### src/rtl/port_uart_pkg.sv
// port_uart_pkg: shared encodings for port_uart_tx.
// Optional feature macro: PORT_UART_TX_PARITY_EN (adds the PARITY state).
package port_uart_pkg;

  // FSM state encodings
  localparam logic [2:0] ENC_IDLE   = 3'd0;
  localparam logic [2:0] ENC_START  = 3'd1;
  localparam logic [2:0] ENC_DATA   = 3'd2;
`ifdef PORT_UART_TX_PARITY_EN
  localparam logic [2:0] ENC_PARITY = 3'd3;
`endif
  localparam logic [2:0] ENC_STOP   = 3'd4;

  typedef enum logic [2:0] {
    S_IDLE   = ENC_IDLE,
    S_START  = ENC_START,
    S_DATA   = ENC_DATA,
`ifdef PORT_UART_TX_PARITY_EN
    S_PARITY = ENC_PARITY,
`endif
    S_STOP   = ENC_STOP
  } uart_state_e;

  // Bit positions inside the status word returned to the CPU
  localparam int ST_FULL  = 0;
  localparam int ST_EMPTY = 1;
  localparam int ST_OVF   = 2;
  localparam int ST_ACT   = 3;
  localparam int ST_ACK   = 8;
  localparam int ST_LVL   = 16;

endpackage

### src/rtl/port_uart_tx_fifo.sv
// sync_fifo_8: byte-wide synchronous FIFO, depth 2**FIFO_AW, with fill level.
// Pointers wrap modulo depth; the level saturates at depth because a push
// is only honoured while not full or when a pop frees a slot the same clk.
module sync_fifo_8 #(
  parameter int FIFO_AW = 4
) (
  input  logic             clk,
  input  logic             reset,
  input  logic             push,
  input  logic [7:0]       wdata,
  input  logic             pop,
  output logic [7:0]       rdata,
  output logic             full,
  output logic             empty,
  output logic [FIFO_AW:0] level
);

  localparam int DEPTH = 2 ** FIFO_AW;
  localparam logic [FIFO_AW:0] LVL_FULL = (FIFO_AW + 1)'(DEPTH);

  logic [7:0]         mem [DEPTH];
  logic [FIFO_AW-1:0] wr_ptr, rd_ptr;
  logic               do_push, do_pop;

  assign do_pop  = pop && !empty;
  assign do_push = push && (!full || do_pop);
  assign full    = (level == LVL_FULL);
  assign empty   = (level == '0);
  assign rdata   = mem[rd_ptr];

  // Storage array written on accepted pushes.
  // NOTE: the data array has no reset; only pointers and level define validity, so resetting it would just cost flops.
  always_ff @(posedge clk) begin
    if (do_push) mem[wr_ptr] <= wdata;
  end

  // Pointer and fill-level bookkeeping.
  // NOTE: sequential state uses non-blocking assignments so every register samples pre-edge values.
  always_ff @(posedge clk or posedge reset) begin
    if (reset) begin
      wr_ptr <= '0;
      rd_ptr <= '0;
      level  <= '0;
    end else begin
      if (do_push) wr_ptr <= wr_ptr + 1'b1;
      if (do_pop)  rd_ptr <= rd_ptr + 1'b1;
      case ({do_push, do_pop})
        2'b10:   level <= level + 1'b1;
        2'b01:   level <= level - 1'b1;
        default: level <= level;
      endcase
    end
  end

endmodule

### src/rtl/port_uart_tx.sv
// port_uart_tx: queues bytes written through the CPU port_out bus and sends
// them 8N1, LSB first, on tx; returns a registered status word for port_in.
// Optional feature macro: PORT_UART_TX_PARITY_EN inserts an even-parity bit.
module port_uart_tx
  import port_uart_pkg::*;
#(
  parameter int WIDTH_REG    = 32,
  parameter int CLKS_PER_BIT = 104,
  parameter int FIFO_AW      = 4
) (
  input  logic                 clk,
  input  logic                 reset,
  input  logic [WIDTH_REG-1:0] port_out,
  output logic [WIDTH_REG-1:0] status,
  output logic                 tx
);

  localparam logic [15:0]          BIT_RELOAD = 16'(CLKS_PER_BIT - 1);
  localparam logic [WIDTH_REG-1:0] STATUS_RST = WIDTH_REG'(1) << ST_EMPTY;

  logic             tog_q, clr_q, ack_q, ovf_q;
  logic             push_req, clr_req, push_ok, drop, pop;
  logic             fifo_full, fifo_empty;
  logic [FIFO_AW:0] fifo_level;
  logic [7:0]       fifo_rdata;

  uart_state_e      state_q, state_d;
  logic [15:0]      cnt_q, cnt_d;
  logic [2:0]       bit_q, bit_d;
  logic [7:0]       shift_q, shift_d;
  logic             tx_d, bit_done;
`ifdef PORT_UART_TX_PARITY_EN
  logic             par_q, par_d;
`endif
  logic [WIDTH_REG-1:0] status_d;
  logic             unused_hi;

  // A write is signalled by flipping a toggle bit rather than by a strobe.
  assign push_req  = (port_out[8] != tog_q);
  assign clr_req   = (port_out[9] != clr_q);
  assign push_ok   = push_req && (!fifo_full || pop);
  assign drop      = push_req && fifo_full && !pop;
  assign bit_done  = (cnt_q == '0);
  assign unused_hi = ^port_out[WIDTH_REG-1:10];

  sync_fifo_8 #(.FIFO_AW(FIFO_AW)) u_fifo (
    .clk   (clk),
    .reset (reset),
    .push  (push_ok),
    .wdata (port_out[7:0]),
    .pop   (pop),
    .rdata (fifo_rdata),
    .full  (fifo_full),
    .empty (fifo_empty),
    .level (fifo_level)
  );

  // Toggle shadows, write acknowledge and sticky overflow (drop beats clear).
  always_ff @(posedge clk or posedge reset) begin
    if (reset) begin
      tog_q <= 1'b0;
      clr_q <= 1'b0;
      ack_q <= 1'b0;
      ovf_q <= 1'b0;
    end else begin
      tog_q <= port_out[8];
      clr_q <= port_out[9];
      if (push_req) ack_q <= port_out[8];
      if (drop)         ovf_q <= 1'b1;
      else if (clr_req) ovf_q <= 1'b0;
    end
  end

  // Serialiser state, baud counter, shifter and registered tx pin.
  always_ff @(posedge clk or posedge reset) begin
    if (reset) begin
      state_q <= S_IDLE;
      cnt_q   <= '0;
      bit_q   <= '0;
      shift_q <= '0;
      tx      <= 1'b1;
`ifdef PORT_UART_TX_PARITY_EN
      par_q   <= 1'b0;
`endif
    end else begin
      state_q <= state_d;
      cnt_q   <= cnt_d;
      bit_q   <= bit_d;
      shift_q <= shift_d;
      tx      <= tx_d;
`ifdef PORT_UART_TX_PARITY_EN
      par_q   <= par_d;
`endif
    end
  end

  // Next-state, bit timing and pin value; tx is registered so it trails the state by one clk.
  // NOTE: every signal gets a default before the case so no path leaves it unassigned (no latches).
  always_comb begin
    state_d = state_q;
    cnt_d   = cnt_q - 16'd1;
    bit_d   = bit_q;
    shift_d = shift_q;
    tx_d    = 1'b1;
    pop     = 1'b0;
`ifdef PORT_UART_TX_PARITY_EN
    par_d   = par_q;
`endif
    case (state_q)
      S_IDLE: begin
        cnt_d = cnt_q;
        if (!fifo_empty) begin
          pop     = 1'b1;
          shift_d = fifo_rdata;
          cnt_d   = BIT_RELOAD;
          bit_d   = '0;
          state_d = S_START;
`ifdef PORT_UART_TX_PARITY_EN
          par_d   = ^fifo_rdata;
`endif
        end
      end
      S_START: begin
        tx_d = 1'b0;
        if (bit_done) begin
          cnt_d   = BIT_RELOAD;
          state_d = S_DATA;
        end
      end
      S_DATA: begin
        tx_d = shift_q[0];
        if (bit_done) begin
          cnt_d   = BIT_RELOAD;
          shift_d = shift_q >> 1;
          if (bit_q == 3'd7) begin
`ifdef PORT_UART_TX_PARITY_EN
            state_d = S_PARITY;
`else
            state_d = S_STOP;
`endif
          end else begin
            bit_d = bit_q + 3'd1;
          end
        end
      end
`ifdef PORT_UART_TX_PARITY_EN
      S_PARITY: begin
        tx_d = par_q;
        if (bit_done) begin
          cnt_d   = BIT_RELOAD;
          state_d = S_STOP;
        end
      end
`endif
      S_STOP: begin
        tx_d = 1'b1;
        if (bit_done) begin
          cnt_d   = BIT_RELOAD;
          state_d = S_IDLE;
        end
      end
      default: state_d = S_IDLE;
    endcase
  end

  // Status word assembled from current internal state.
  always_comb begin
    status_d                        = '0;
    status_d[ST_FULL]               = fifo_full;
    status_d[ST_EMPTY]              = fifo_empty;
    status_d[ST_OVF]                = ovf_q;
    status_d[ST_ACT]                = (state_q != S_IDLE);
    status_d[ST_ACK]                = ack_q;
    status_d[ST_LVL +: FIFO_AW + 1] = fifo_level;
  end

  // Status register, one clk behind the internal state.
  always_ff @(posedge clk or posedge reset) begin
    if (reset) status <= STATUS_RST;
    else       status <= status_d;
  end

endmodule

### config.mk
export PLATFORM = sky130hd
export DESIGN_NAME = port_uart_tx
export DESIGN_NICKNAME = d
export VERILOG_FILES = /design/src/rtl/port_uart_pkg.sv /design/src/rtl/port_uart_tx_fifo.sv /design/src/rtl/port_uart_tx.sv
export SDC_FILE = /design/constraint.sdc
export NUM_CORES = 1
export LEC_CHECK = 0
export ABC_CLOCK_PERIOD_IN_PS = 3400
export BUFFER_PORTS_ARGS = -buffer_cell sky130_fd_sc_hd__buf_4
export CORE_MARGIN = 4
export CORE_UTILIZATION = 40
export CTS_CLUSTER_DIAMETER = 50
export CTS_CLUSTER_SIZE = 40
export DETAILED_ROUTE_END_ITERATION = 7
export HOLD_SLACK_MARGIN = 0.15
export PLACE_DENSITY = 0.58
export SYNTH_ARGS = -nofsm -noshare
export SYNTH_HDL_FRONTEND = slang
export SYNTH_SLANG_ARGS = --single-unit
### constraint.sdc
create_clock -name clk -period 3.4 [get_ports clk]
set_input_delay 0.34 -clock clk [delete_from_list [all_inputs] [get_ports clk]]
set_output_delay 0.34 -clock clk [all_outputs]
set_load 0.1 [all_outputs]
=== After elaboration in Yosys (flattened, before gate mapping) ===
Memory sizes are Yosys's and may differ from the RTL's.
Cells that the tools add are included.

* Bits of input ports: 34
* Output and inout port bits: 33
* Memory bits (writable): 128
* Logic and storage cells: 80
* Register bits: 58
* Memories: 1

{| class="wikitable"
|+ Memory list
! memory !! depth !! width !! rd ports !! clocked after Yosys merged registers in !! wr ports !! line !! RTL
|-
| u_fifo.mem || 16 || 8 || 1 || 0 || 1 || port_uart_tx_fifo.sv:21 || <nowiki>logic [7:0] mem [DEPTH];</nowiki>
|}

* Add/subtract/negate cells: 6
* Muxes and demuxes: 24
* Reduce and logical (&&, ||, !) cells: 21
* Eq/ne operators: 15

{| class="wikitable"
|+ Operators by type and width
! operator !! count
|-
| two-way mux 16 bit || 2
|-
| case mux 16 bit (2 select lines) || 1
|-
| two-way mux 3 bit || 8
|-
| logical NOT 16 bit || 1
|-
| two-way mux 8 bit || 2
|-
| case mux 8 bit (2 select lines) || 1
|-
| subtractor 16 x 1 -> 16 bit, second input constant || 1
|-
| != test 2 bit, second input constant || 6
|-
| case mux 3 bit (4 select lines) || 1
|-
| case mux 5 bit (2 select lines) || 1
|-
| adder 4 x 1 -> 4 bit, second input constant || 2
|-
| equality test 3 bit, second input constant || 2
|-
| two-way mux 1 bit || 6
|-
| case mux 3 bit (2 select lines) || 1
|-
| nonzero test 2 bit || 3
|-
| adder 5 x 1 -> 5 bit, second input constant || 1
|-
| equality test 5 bit, second input constant || 1
|-
| logical AND 1 bit || 5
|-
| logical NOT 5 bit || 1
|-
| AND reduction 5 bit || 1
|-
| subtractor 5 x 1 -> 5 bit, second input constant || 1
|-
| AND reduction 4 bit || 1
|-
| adder 3 x 1 -> 3 bit, second input constant || 1
|-
| equality test 3 x 1 -> 1 bit, second input constant || 1
|-
| 11 further kinds || 15
|}

=== Longest topological paths before layout ===
* Depth in word-level cells: 8
* Mapped depth: 13
* Gate-level depth less buffers: 10

=== Cells and area by module ===
From an unflattened synthesis, not the netlist that was laid out.

* Cells, all modules: 529
* Area total of the unflattened synthesis: 8085.3 µm²

{| class="wikitable"
|+ By module, submodules not included
! module !! seq. area each (µm²) !! area each (µm²) !! cells each !! instances
|-
| sync_fifo_8 || 4169.0 || 5816.8 || 309 || 1
|-
| port_uart_tx || 1128.6 || 2268.4 || 220 || 1
|}

=== Least setup slack after synthesis ===
OpenSTA, ideal clock, no wires.

* Path type: reg2reg
* Start: register state_q[2]
* End: register u_fifo.level[4]
* Slack: 530 ps
* Data required time: 3277 ps
* Stages on the path, launching flop included: 14
* Setup time: 123 ps
* Arrival: 2747 ps
* Path buffers: 3
* Period minus slack after synthesis: 2870 ps
* Path through: dfrtp_1 buf_2 or3_4 buf_6 a31oi_4 inv_1 ha_1 clkbuf_1 xor2_1 ha_1 o211a_1 o31ai_1 a31oi_1 xnor2_1

* Cells in the longest elaborated chain, start to end: 7
* Elaborated cells on any way between the ends: 11
* Those cells by class: eq/ne: 2; mux: 2; reduce/logical: 7

{| class="wikitable"
|+ Ends and longest elaborated chain
! what !! line !! RTL
|-
| start: declaration || port_uart_tx.sv:27 || <nowiki>uart_state_e state_q, state_d;</nowiki>
|-
| start signal: assignment || port_uart_tx.sv:86 || <nowiki>state_q <= state_d;</nowiki>
|-
| logical NOT 3 bit (*) || port_uart_tx.sv:109 || <nowiki>case (state_q)</nowiki>
|-
| two-way mux 1 bit (*) || port_uart_tx.sv:109 ||
|-
| logical OR 1 bit / logical AND 1 bit (equally long branches) || port_uart_tx.sv:41, port_uart_tx_fifo.sv:25 ||
|-
| logical AND 1 bit / logical OR 1 bit (equally long branches) || port_uart_tx.sv:41, port_uart_tx_fifo.sv:26 ||
|-
| logical AND 1 bit || port_uart_tx_fifo.sv:26 || <nowiki>assign do_push = push && (!full || do_pop);</nowiki>
|-
| equality test 2 x 1 -> 1 bit / equality test 2 bit (equally long branches) || port_uart_tx_fifo.sv:47 || <nowiki>case ({do_push, do_pop})</nowiki>
|-
| case mux 5 bit (2 select lines) / nonzero test 2 bit (equally long branches) || - ||
|-
| end signal: assignment || port_uart_tx_fifo.sv:48 || <nowiki>2'b10: level <= level + 1'b1;</nowiki>
|-
| end signal: assignment || port_uart_tx_fifo.sv:49 || <nowiki>2'b01: level <= level - 1'b1;</nowiki>
|-
| end signal: assignment || port_uart_tx_fifo.sv:50 || <nowiki>default: level <= level;</nowiki>
|-
| end: declaration || port_uart_tx_fifo.sv:15 || <nowiki>output logic [FIFO_AW:0] level</nowiki>
|}

Mark *: on every way between the ends. The rest lies on a longest branch, timed or not.
A chain may end at the register's enable or synchronous reset.

=== Final worst setup path ===
Ends and elaborated chain as after synthesis.

==> results.tsv <==
metric	value	unit
status	completed	
final WL	16000	um
Leak	3.30	nW
Routed met3 length	592	um
Antenna Nets Post-Route	0	
cell area after synthesis	8120	sq um
Synth Area per Inst	14.9	sq um
CP bufs+invs	1	
num ports	67	
Post-CTS Setup Inserts	0	
final hold violations	0	
detailed placement HPWL	10400	um
most common cell after layout, fill and taps aside	edfxtp_1	
Iter 0 DRT Violations	339	
cell at the slowest stage of the critical path	or3_4	
Met1 Wirelength	7430	um
vias per inst	5.25	
synthesis-to-layout area growth	13.0	%
worst skew pair latency	0.44	ns
Post-synth top flop	edfxtp_1	
CP Launch Type	flop	
post-cts gate resize count	0	
row count	51	
Crit path largest cell delay	0.55	ns
# hold bufs at CTS	3	
Port Buf Inserts	22	
RSZ-0062 raised after global routing	false	
initial antenna violation count	0	
dpl cells	826	
routed wl met2	7680	um
most frequent cells in the layout	edfxtp_1 (128), dfrtp_1 (54), buf_4 (46)	
DR top layer	met4	
Clock Sinks	186	
P per Cell Area	623	nW/um^2
Rel. slew slack	48.0	%
design area	9180	sq um
Synth Instances	546	
Final Wtd Congestion	0.802	
1st-pass router iterations	4	
crit end category	flop	
Achievable Freq	334	MHz
die area	22700	sq um
Root Driver	clkbuf_16	
Required @ worst endpoint	3.72	ns
Post-synth EDFFs	128	
final clock skew	0.0144	ns
first-pass GRT wire length	25300	um
PnR worst setup slack	0.408	ns
post-layout util	46.5	%
fin cells	861	
Synth Register Bits	186	
CTS tree	done	
Yosys cell types	59	
top cell family by delay on the critical path	compound AO/OA/AOI/OAI gates	
final setup violation count	0	
clk slew on worst S/H paths	0.07	ns
minimum clock period	2.99	ns
WP data arrival	3.31	ns
Starting Density	41.2	%
share of cells above drive strength 1	21.0	%
crit-path cells	or3_4 > a31oi_4 > inv_1 > ha_1 > xor2_1 > ha_1 > o211a_1 > o31ai_1 > a31oi_1 > xnor2_1	
# DRC	0	
height of the chip	151	um
Tot GR Track Use	14.8	%
routed vias	4524	
asr flop ratio synth	31.2	%
Max IR drop VDD	0.345	mV
TritonCTS Buffers	17	
GRT overflow	0	
largest net degree at the start of global routing	38	
measured slew at the worst slew-check pin	0.781	ns
Hold Slack	0.213	ns
pre-CTS WS	0.437	ns
register area share after synthesis	65.2	%
max cap viols	0	
WL per Instance	18.6	um
placed cell area	8570	sq um
most used cell, CP	ha_1	
Max Slew Vio Count	0	
antenna diode count	0	
H-tree lvl count	4	
Hold Path Class	in -> reg	
CP Class	reg -> reg	
period utilization	88.0	%
setup TNS	0	ns
clock buffer depth	2	
Core ar.	19700	sq um
Ys Warns	0	
vias in the first global route	4605	
Max FO, Critical Path	13	
Die Wd	151	um
# nets final	629	
Tot Pwr	5.72	mW
-- cells by family after synthesis --
logic type,synth area share [%]
flip-flops,65.2
multiplexers,9.12
XOR/XNOR,2.05
AND/OR/NAND/NOR,9.04
AO/OA/AOI/OAI,8.04
buffers and inverters,4.64
adder cells (fa/ha/maj),1.85
other,0.0462
-- metal layers --
layer / track usage, % / vias to the layer above
met2: 23.3 / 71
met3: 3.10 / 17
met5: 0 / -
met4: 4.94 / 0
li1: - / 2121
met1: 20.5 / 2315
-- path summary, 6_finish.rpt --
path | start | depth (start not counted) | end | slack, ns
max in group asynchronous | reset | 4 | tx | 1.94
worst max-delay path | state_q[2] | 10 | u_fifo.level[4] | 0.41
worst min register to register | ovf_q | 0 | status[2] | 0.37
worst min-delay path | port_out[7] | 1 | u_fifo.mem[14][7] | 0.21
min in group asynchronous | reset | 3 | u_fifo.level[1] | 0.62
worst max register to register | state_q[2] | 10 | u_fifo.level[4] | 0.41
-- flip-flops by register name, indices dropped and copies added (netlist names), 3 cells and up --
register	count
bit_q	3
cnt_q	16
shift_q	8
state_q	3
status	10
u_fifo.level	5
u_fifo.mem	128
u_fifo.rd_ptr	4
u_fifo.wr_ptr	4
-- synth_stat cells (11+ instances only) --
library cell	instances	share of area, %
edfxtp_1	128	47
dfrtp_1	56	17
nor2_1	27	1.2
a21oi_1	25	1.5
mux4_2	23	6.4
buf_4	22	2.0
a211oi_1	21	1.9
mux2i_1	20	2.5
nand2_1	20	0.92
nor3_1	15	0.92
clkbuf_1	12	0.55
ha_1	12	1.8
inv_1	11	0.51
xnor2_1	11	1.2
-- report_power, final --
part / internal, mW / switching (mW)
registers: 2.68 / 0.142
logic: 0.258 / 0.721
clock network: 0.981 / 0.939
-- layout make-up --
class                      count  area (sq um)
clock buffer                  17           425
sequential                   186          5300
timing repair buffer          50           395
tap                          265           332
clock inverter                15           151
fill                        1697         10500
multi-input combinational    316          2530
inverter                      12          45.0
Power figures use the tool's default switching activity.
